**src/rtl/ldst_mem_sequencer.sv**
```systemverilog
// Load/store sequencer: arbitrates load and store requests onto one synchronous
// data-memory port, returns fetched blocks and performs read-modify-write stores.
module ldst_mem_sequencer #(
    parameter int unsigned memoryBlockSize = 128,
    parameter int unsigned numMemoryBlocks = 128,
    parameter int unsigned addressSize     = 64,
    parameter int unsigned tagWidth        = 6,
    localparam int unsigned blockIndexWidth = $clog2(numMemoryBlocks),
    localparam int unsigned byteOffsetWidth = $clog2(memoryBlockSize / 8)
) (
    input  logic                       clock_i,
    input  logic                       reset_i,
    input  logic                       ldReq_i,
    input  logic [addressSize-1:0]     ldAddr_i,
    input  logic [tagWidth-1:0]        ldTag_i,
    output logic                       ldGnt_o,
    input  logic                       stReq_i,
    input  logic [addressSize-1:0]     stAddr_i,
    input  logic [63:0]                stData_i,
    input  logic [2:0]                 stSize_i,
    output logic                       stGnt_o,
    output logic                       stErr_o,
    output logic                       memEn_o,
    output logic                       memWe_o,
    output logic [blockIndexWidth-1:0] memIndex_o,
    output logic [memoryBlockSize-1:0] memWData_o,
    input  logic [memoryBlockSize-1:0] memRData_i,
    output logic                       ldValid_o,
    output logic [tagWidth-1:0]        ldTag_o,
    output logic [memoryBlockSize-1:0] ldBlock_o,
    output logic [byteOffsetWidth-1:0] ldOffset_o,
    output logic                       busy_o
);

    localparam int unsigned BLOCK_BYTES = memoryBlockSize / 8;
    localparam int unsigned ST_DATA_W   = 64;
    localparam int unsigned ST_N_W      = 4;
    localparam int unsigned IDX_HI      = byteOffsetWidth + blockIndexWidth;

    typedef enum logic [2:0] {
        S_IDLE,
        S_RD,
        S_LD_RET,
        S_ST_MRG,
        S_WR
    } state_e;

    state_e                     state_q, state_d;
    logic                       prio_st_q, prio_st_d;
    logic                       is_st_q, is_st_d;
    logic                       err_q, err_d;
    logic [blockIndexWidth-1:0] index_q, index_d;
    logic [byteOffsetWidth-1:0] offset_q, offset_d;
    logic [tagWidth-1:0]        tag_q, tag_d;
    logic [ST_DATA_W-1:0]       st_data_q, st_data_d;
    logic [ST_N_W-1:0]          st_n_q, st_n_d;

    logic                       ld_gnt_q, ld_gnt_d;
    logic                       st_gnt_q, st_gnt_d;
    logic                       st_err_q, st_err_d;
    logic                       mem_en_q, mem_en_d;
    logic                       mem_we_q, mem_we_d;
    logic [blockIndexWidth-1:0] mem_index_q, mem_index_d;
    logic [memoryBlockSize-1:0] mem_wdata_q, mem_wdata_d;
    logic                       ld_valid_q, ld_valid_d;
    logic [tagWidth-1:0]        ld_tag_q, ld_tag_d;
    logic [memoryBlockSize-1:0] ld_block_q, ld_block_d;
    logic [byteOffsetWidth-1:0] ld_offset_q, ld_offset_d;
    logic                       busy_q, busy_d;

    logic [blockIndexWidth-1:0] ld_idx_c, st_idx_c;
    logic [byteOffsetWidth-1:0] ld_off_c, st_off_c;
    logic [ST_N_W-1:0]          st_n_c;
    logic                       st_size_bad_c, st_reject_c;
    logic                       ld_pick_c, st_pick_c;
    logic [memoryBlockSize-1:0] merged_c;
    logic                       unused_addr;

    assign ld_idx_c = ldAddr_i[byteOffsetWidth +: blockIndexWidth];
    assign st_idx_c = stAddr_i[byteOffsetWidth +: blockIndexWidth];
    assign ld_off_c = ldAddr_i[byteOffsetWidth-1:0];
    assign st_off_c = stAddr_i[byteOffsetWidth-1:0];

    // Address bits above the block index are ignored (index wraps).
    assign unused_addr = ^{ldAddr_i[addressSize-1:IDX_HI], stAddr_i[addressSize-1:IDX_HI]};

    // Store size decode and block-boundary check.
    always_comb begin
        st_n_c        = '0;
        st_size_bad_c = 1'b0;
        case (stSize_i)
            3'd1:    st_n_c = ST_N_W'(1);
            3'd2:    st_n_c = ST_N_W'(2);
            3'd3:    st_n_c = ST_N_W'(4);
            3'd4:    st_n_c = ST_N_W'(8);
            default: st_size_bad_c = 1'b1;
        endcase
        st_reject_c = st_size_bad_c ||
                      ((32'(st_off_c) + 32'(st_n_c)) > BLOCK_BYTES);
    end

    // Byte 0 is the most significant byte; the store value lands MSB first.
    always_comb begin
        merged_c = memRData_i;
        for (int unsigned k = 0; k < BLOCK_BYTES; k++) begin
            if ((k >= 32'(offset_q)) && (k < (32'(offset_q) + 32'(st_n_q)))) begin
                merged_c[memoryBlockSize - 1 - 8 * k -: 8] =
                    8'(st_data_q >> (8 * (32'(st_n_q) - 1 - (k - 32'(offset_q)))));
            end
        end
    end

    always_comb begin
        state_d     = state_q;
        prio_st_d   = prio_st_q;
        is_st_d     = is_st_q;
        err_d       = err_q;
        index_d     = index_q;
        offset_d    = offset_q;
        tag_d       = tag_q;
        st_data_d   = st_data_q;
        st_n_d      = st_n_q;
        ld_gnt_d    = 1'b0;
        st_gnt_d    = 1'b0;
        st_err_d    = 1'b0;
        mem_en_d    = 1'b0;
        mem_we_d    = 1'b0;
        mem_index_d = mem_index_q;
        mem_wdata_d = mem_wdata_q;
        ld_valid_d  = 1'b0;
        ld_tag_d    = ld_tag_q;
        ld_block_d  = ld_block_q;
        ld_offset_d = ld_offset_q;
        ld_pick_c   = 1'b0;
        st_pick_c   = 1'b0;

        unique case (state_q)
            S_IDLE: begin
                ld_pick_c = ldReq_i && (!stReq_i || !prio_st_q);
                st_pick_c = stReq_i && !ld_pick_c;
                if (ld_pick_c) begin
                    is_st_d     = 1'b0;
                    err_d       = 1'b0;
                    index_d     = ld_idx_c;
                    offset_d    = ld_off_c;
                    tag_d       = ldTag_i;
                    ld_gnt_d    = 1'b1;
                    mem_en_d    = 1'b1;
                    mem_index_d = ld_idx_c;
                    prio_st_d   = 1'b1;
                    state_d     = S_RD;
                end else if (st_pick_c) begin
                    is_st_d   = 1'b1;
                    err_d     = st_reject_c;
                    index_d   = st_idx_c;
                    offset_d  = st_off_c;
                    st_data_d = stData_i;
                    st_n_d    = st_n_c;
                    st_gnt_d  = 1'b1;
                    st_err_d  = st_reject_c;
                    mem_en_d  = !st_reject_c;
                    if (!st_reject_c) begin
                        mem_index_d = st_idx_c;
                    end
                    prio_st_d = 1'b0;
                    state_d   = S_RD;
                end
            end
            S_RD: begin
                if (err_q) begin
                    state_d = S_IDLE;
                end else if (is_st_q) begin
                    state_d = S_ST_MRG;
                end else begin
                    state_d = S_LD_RET;
                end
            end
            S_LD_RET: begin
                ld_block_d  = memRData_i;
                ld_tag_d    = tag_q;
                ld_offset_d = offset_q;
                ld_valid_d  = 1'b1;
                state_d     = S_IDLE;
            end
            S_ST_MRG: begin
                mem_wdata_d = merged_c;
                mem_index_d = index_q;
                mem_en_d    = 1'b1;
                mem_we_d    = 1'b1;
                state_d     = S_WR;
            end
            S_WR: begin
                state_d = S_IDLE;
            end
            default: begin
                state_d = S_IDLE;
            end
        endcase

        busy_d = (state_d != S_IDLE);
    end

    always_ff @(posedge clock_i) begin
        if (reset_i) begin
            state_q     <= S_IDLE;
            prio_st_q   <= 1'b0;
            is_st_q     <= 1'b0;
            err_q       <= 1'b0;
            index_q     <= '0;
            offset_q    <= '0;
            tag_q       <= '0;
            st_data_q   <= '0;
            st_n_q      <= '0;
            ld_gnt_q    <= 1'b0;
            st_gnt_q    <= 1'b0;
            st_err_q    <= 1'b0;
            mem_en_q    <= 1'b0;
            mem_we_q    <= 1'b0;
            mem_index_q <= '0;
            mem_wdata_q <= '0;
            ld_valid_q  <= 1'b0;
            ld_tag_q    <= '0;
            ld_block_q  <= '0;
            ld_offset_q <= '0;
            busy_q      <= 1'b0;
        end else begin
            state_q     <= state_d;
            prio_st_q   <= prio_st_d;
            is_st_q     <= is_st_d;
            err_q       <= err_d;
            index_q     <= index_d;
            offset_q    <= offset_d;
            tag_q       <= tag_d;
            st_data_q   <= st_data_d;
            st_n_q      <= st_n_d;
            ld_gnt_q    <= ld_gnt_d;
            st_gnt_q    <= st_gnt_d;
            st_err_q    <= st_err_d;
            mem_en_q    <= mem_en_d;
            mem_we_q    <= mem_we_d;
            mem_index_q <= mem_index_d;
            mem_wdata_q <= mem_wdata_d;
            ld_valid_q  <= ld_valid_d;
            ld_tag_q    <= ld_tag_d;
            ld_block_q  <= ld_block_d;
            ld_offset_q <= ld_offset_d;
            busy_q      <= busy_d;
        end
    end

    assign ldGnt_o    = ld_gnt_q;
    assign stGnt_o    = st_gnt_q;
    assign stErr_o    = st_err_q;
    assign memEn_o    = mem_en_q;
    assign memWe_o    = mem_we_q;
    assign memIndex_o = mem_index_q;
    assign memWData_o = mem_wdata_q;
    assign ldValid_o  = ld_valid_q;
    assign ldTag_o    = ld_tag_q;
    assign ldBlock_o  = ld_block_q;
    assign ldOffset_o = ld_offset_q;
    assign busy_o     = busy_q;

endmodule
```
**config.mk**
```make
export PLATFORM = sky130hd
export DESIGN_NAME = ldst_mem_sequencer
export DESIGN_NICKNAME = d
export VERILOG_FILES = /design/src/rtl/ldst_mem_sequencer.sv
export SDC_FILE = /design/constraint.sdc
export NUM_CORES = 1
export LEC_CHECK = 0
export CORE_ASPECT_RATIO = 0.5
export CORE_MARGIN = 4
export CORE_UTILIZATION = 40
export CTS_CLUSTER_DIAMETER = 120
export DETAILED_ROUTE_END_ITERATION = 6
export HOLD_SLACK_MARGIN = 0.02
export PLACE_DENSITY = 0.75
export SKIP_CTS_REPAIR_TIMING = 1
export SYNTH_ARGS = -nofsm -noshare
export SYNTH_HDL_FRONTEND = slang
export SYNTH_SLANG_ARGS = --single-unit
export TNS_END_PERCENT = 10
```
**constraint.sdc**
```tcl
create_clock -name clock_i -period 4.2 [get_ports clock_i]
set_input_delay 0.84 -clock clock_i [delete_from_list [all_inputs] [get_ports clock_i]]
set_output_delay 0.84 -clock clock_i [all_outputs]
set_load 0.05 [all_outputs]
```
Yosys cells after proc, flatten, opt, wreduce, memory -nomap -nowiden
Index checks and enable logic that the tools add are counted.
- register bits: 371
- bits of input ports: 333
- output and inout bits: 280
- word-level logic and storage cells: 195
- add/subtract/negate cells: 35
- magnitude comparators: 32
- equality and inequality tests: 9
- shift operators: 16
- multiplexer cells: 44
- bitwise logic cells: 3
- reductions and logical operators: 35
- operators with widths (operator ; number):
    $shr A64 B32 Y8 ; 16
    $lt A4 B32 Y1 const A ; 7
    $lt A3 B32 Y1 const A ; 4
    $mux W8 ; 16
    $sub A5 B5 Y6 ; 16
    $lt A1 B32 Y1 const A ; 2
    $lt A2 B32 Y1 const A ; 2
    $sub A4 B4 Y5 const A ; 8
    $mux W7 ; 5
    $ge A4 B4 Y1 const A ; 7
    $sub A3 B4 Y5 const A ; 4
    $logic_and A1 B1 Y1 ; 17
    $ge A3 B4 Y1 const A ; 4
    $pmux W4 S4 ; 1
    $mux W1 ; 14
    $pmux W7 S2 ; 1
    $eq A3 B2 Y1 const B ; 4
    $add A4 B4 Y5 ; 2
    $sub A1 B4 Y5 const A ; 2
    $sub A2 B4 Y5 const A ; 2
    $pmux W3 S3 ; 1
    $ge A1 B4 Y1 const A ; 2
    $ge A2 B4 Y1 const A ; 2
    $mux W4 ; 2
    other kinds (20) ; 33

Longest topological paths before layout
- depth in word-level cells: 9
- mapped depth: 13
- mapped depth without buffers: 13

Least setup slack after synthesis
Ideal clock, no wire load.
- path kind: register to register
- start: reg st_n_q[0]
- end: reg mem_wdata_q[100] (netlist: memWData_o[100])
- library setup time: 0.078 ns
- arrival: 3.287 ns
- required time: 4.122 ns
- setup slack: 0.835 ns
- cell stages (with the launch flop): 11
- clock period less this slack: 3.365 ns
- cell sequence: dfxtp_1 > inv_1 > ha_1 > nor3b_1 > ha_1 > or3_1 > a21oi_1 > a221oi_1 > a31o_2 > o21a_1 > nor3_1
- word-level cells in the longest chain between the ends: 4
- ends and longest elaborated chain (item ; RTL line ; RTL):
    start: declaration ; 56 ; logic [ST_N_W-1:0] st_n_q, st_n_d;
    start signal: assignment ; 235 ; st_n_q <= st_n_d;
    $sub A4 B1 Y5 or $add A4 B4 Y5 (tied branches) ; 108, 106 ;
    $sub A5 B5 Y6 or $lt A2 B32 Y1 (tied branches) ; 108, 106 ;
    $shr A64 B32 Y8 or $logic_and A1 B1 Y1 (tied branches) ; 108, 106 ;
    $mux W8 (*) ; 106 ; if ((k >= 32'(offset_q)) && (k < (32'(offset_q) + 32'(st_n_q)))) begin
    end signal: assignment ; 242 ; mem_wdata_q <= mem_wdata_d;
    end: declaration ; 64 ; logic [memoryBlockSize-1:0] mem_wdata_q, mem_wdata_d;
Mark *: on every way between the ends. The rest lies on a longest branch, timed or not.
A chain may end at the register's enable or synchronous reset.

Worst setup path in the final report
- start: reg offset_q[0]
- end: reg mem_wdata_q[24] (netlist: memWData_o[24])
- word-level cells in the longest chain between the ends: 4
- ends and longest elaborated chain (item ; RTL line ; RTL):
    start: declaration ; 53 ; logic [byteOffsetWidth-1:0] offset_q, offset_d;
    start signal: assignment ; 232 ; offset_q <= offset_d;
    $sub A4 B4 Y5 or $add A4 B4 Y5 (tied branches) ; 108, 106 ;
    $sub A5 B5 Y6 or $lt A4 B32 Y1 (tied branches) ; 108, 106 ;
    $shr A64 B32 Y8 or $logic_and A1 B1 Y1 (tied branches) ; 108, 106 ;
    $mux W8 (*) ; 106 ;
Marks and branches as above.

==> flow_summary.toml <==
[critical_path]
path_cells = "inv_1 -> ha_1 -> xnor2_1 -> ha_1 -> a21boi_2 -> mux2_2 -> a2bb2oi_1 -> nand2_1 -> a2111oi_2"
cpMaxStageDelayCell = "a2bb2oi_1"
crit_fanout = 8
cp.arrival_ps = 4070
cp.required_ps = 4630
crit_type = "flop to flop"
cp-end-kind = "flop"
crit_path_max_incr_delay_ps = 550
startpoint_type = "flop"
path_common_cell = "ha_1"

[sta]
finalSetupViolCount = 0
final_max_slew_viol_count = 0
grt_setup_unrepaired = "false"
slew_headroom_pct = 28.3
max_freq_ghz = 0.274
min_period_over_period_pct = 86.8
min_period_ps = 3640
hold_viol = 0
finalSetupTns_ps = 0
finalClockSkew_ps = 24.7
tightest_slew_ps = 1080

[clock_tree]
cts_made_buffers = 37
clk_latency_ps = 550
clk_transition_reported_paths_ps = 60
cts_tree = "built"
cts_buffer_depth = 3
cts_max_level = 2
root_buffer = "clkbuf_16"
clkSinkCount = 371

[pwr]
ir_drop_mv = 0.309
power.share.clock_pct = 35.3
comb_power_share_pct = 27.7
switchingPower_mw = 3.34
pwr-share-seq_pct = 37.0
total_power_mw = 10.3
power_density_nw_per_um2 = 390
switching_share_pct = 32.6
p_leak_nw = 9.51
p_int_mw = 6.92

[floorplanning]
dieHeight_um = 163
io_pins = 613
fp.dieArea_sq_um = 51900
rows = 56
start_util_pct = 40.8
core_sq_um = 47200
die_w_um = 318

[global_routing]
grt_pass1_vias = 17900
antenna_found_initial = 9
grt_usage_pct = 28.6
globalRouteOverflowTotal = 0
grt_max_degree = 101
grt_pass1_wl_um = 113000

[flow_run]
cap_violations = 0

[detailed_routing]
wl_per_cell_um = 23.5
drc = 0
drtIter0Drc = 2044
wirelength_um = 78700
first_pass_iters = 6
antenna_left = 0
vias = 19000
via_per_inst = 5.68

[logic_synthesis]
yosysWarnings = 0
synth_most_common_cell = "nand2_1"
ys_types = 87
synth_enable_flop_cells = 0
yosysTopAreaCell = "dfxtp_1"
seq_area_frac_synth_pct = 38.6
synth_area_sq_um = 19300
syn_area_per_cell_sq_um = 8.67
synth_nets = 2635
synth_top_area_share_pct = 38.6
synth_top_cells_by_area = "dfxtp_1 (39%), nand2_1 (9.5%), mux4_2 (7.5%)"
synth_ff_type = "dfxtp_1"
async_reset_ff_share_pct = 0
yosys-top-cells-count = "nand2_1 (485), dfxtp_1 (371), a21oi_1 (273), nor2_1 (155), clkbuf_1 (101)"
ys_ff_latch = 371
synthCells = 2221

[finish]
drive_gt1_share_pct = 9.57
nets = 3092
multi_input_area_sq_um = 11100
fillers = 4313
seq_area_sq_um = 7430
area_growth_pct = 36.9

[place]
gp_congestion = 0.999
port-buffer-count = 506
dp_hpwl_um = 60800

[min_path]
hold_path.class = "flop to flop"

[outcome]
status = "complete, no violations"
[layer usage]
| layer | up-vias | part of all wire (%) | track usage, % |
|---|---|---|---|
| met5 | - | 0.034 | 0 |
| met4 | 4 | 2.8 | 8.49 |
| li1 | 8812 | - | - |
| met2 | 827 | 45 | 45.6 |
| met3 | 147 | 11 | 10.0 |
| met1 | 9242 | 41 | 37.0 |
[critical path: cells and delay by family, from the launching register on]
| kind | cells | cell delay, ps |
|---|---|---|
| flops | 1 | 500 |
| simple gates | 1 | 160 |
| fa+ha+maj | 2 | 730 |
| xor+xnor | 1 | 190 |
| buf+inv | 1 | 240 |
| compound gates | 3 | 1320 |
| mux | 1 | 380 |
[sequential cells by signal, indices dropped and copies added (netlist names), 6 cells and up]
name        cells
ldBlock_o     128
ldTag_o         6
index_q         7
memWData_o    128
memIndex_o      7
st_data_q      64
tag_q           6
[stage by stage]
stage	hold WS (ps)	utilization, %	cells	cell area [sq um]	setup WS [ps]
2_1_floorplan	432	-	2221	19300	835
3_3_place_gp	434	53.0	3277	25000	490
3_5_place_dp	445	53.0	3277	25000	286
4_1_cts	454	55.8	3343	26300	606
5_1_grt	468	55.8	3349	26400	274
6_report	453	55.8	3349	26400	556
[path summary, 6_finish.rpt]
path                from             end  slack, ps  cells past startpoint
min             tag_q[0]      ldTag_o[0]        450                      2
min reg2reg     tag_q[0]      ldTag_o[0]        450                      2
max          offset_q[0]  memWData_o[24]        560                      9
max reg2reg  offset_q[0]  memWData_o[24]        560                      9
[power groups by stage]
| stage | Combinational (mW) | Sequential, mW | Clock [mW] |
|---|---|---|---|
| floorplan | 1.45 | 4.18 | 0 |
| global placement | 2.74 | 3.86 | 0 |
| detailed placement | 2.78 | 3.87 | 0 |
| CTS | 2.79 | 3.79 | 3.67 |
| global route | 3.03 | 3.81 | 3.82 |
| finish | 2.84 | 3.79 | 3.63 |
[cells by family after synthesis]
logic type,after synthesis,share of synthesized area (%)
and+or+nand+nor,846,19.2
adders and majority gates,81,5.50
xor gates and xnor gates,18,0.975
AOI/OAI and AO/OA,551,19.1
muxes,156,12.5
DFF,371,38.6
buffers and inverters,198,4.15
[placed cells by master (no fill, tap or decap), drive strengths merged, types with 50 or more instances in the layout]
| cell type | instances |
|---|---|
| nand2 | 485 |
| nor2 | 155 |
| clkdlybuf4s50 | 505 |
| mux2i | 56 |
| dfxtp | 371 |
| nor3 | 53 |
| buf | 50 |
| inv | 61 |
| mux4 | 64 |
| clkbuf | 53 |
| ha | 75 |
| a21oi | 276 |
[layout make-up]
type                    instances  area share, %
flip-flops and latches        371           28.2
multi-input cells            1652           42.0
inverters                      61          0.869
diodes                          6         0.0570
well taps                     638           3.03
clock inverters                13          0.779
repair buffers                555           20.9
clock buffers                  53           4.17
No activity file was read; power rests on OpenSTA's default activity.
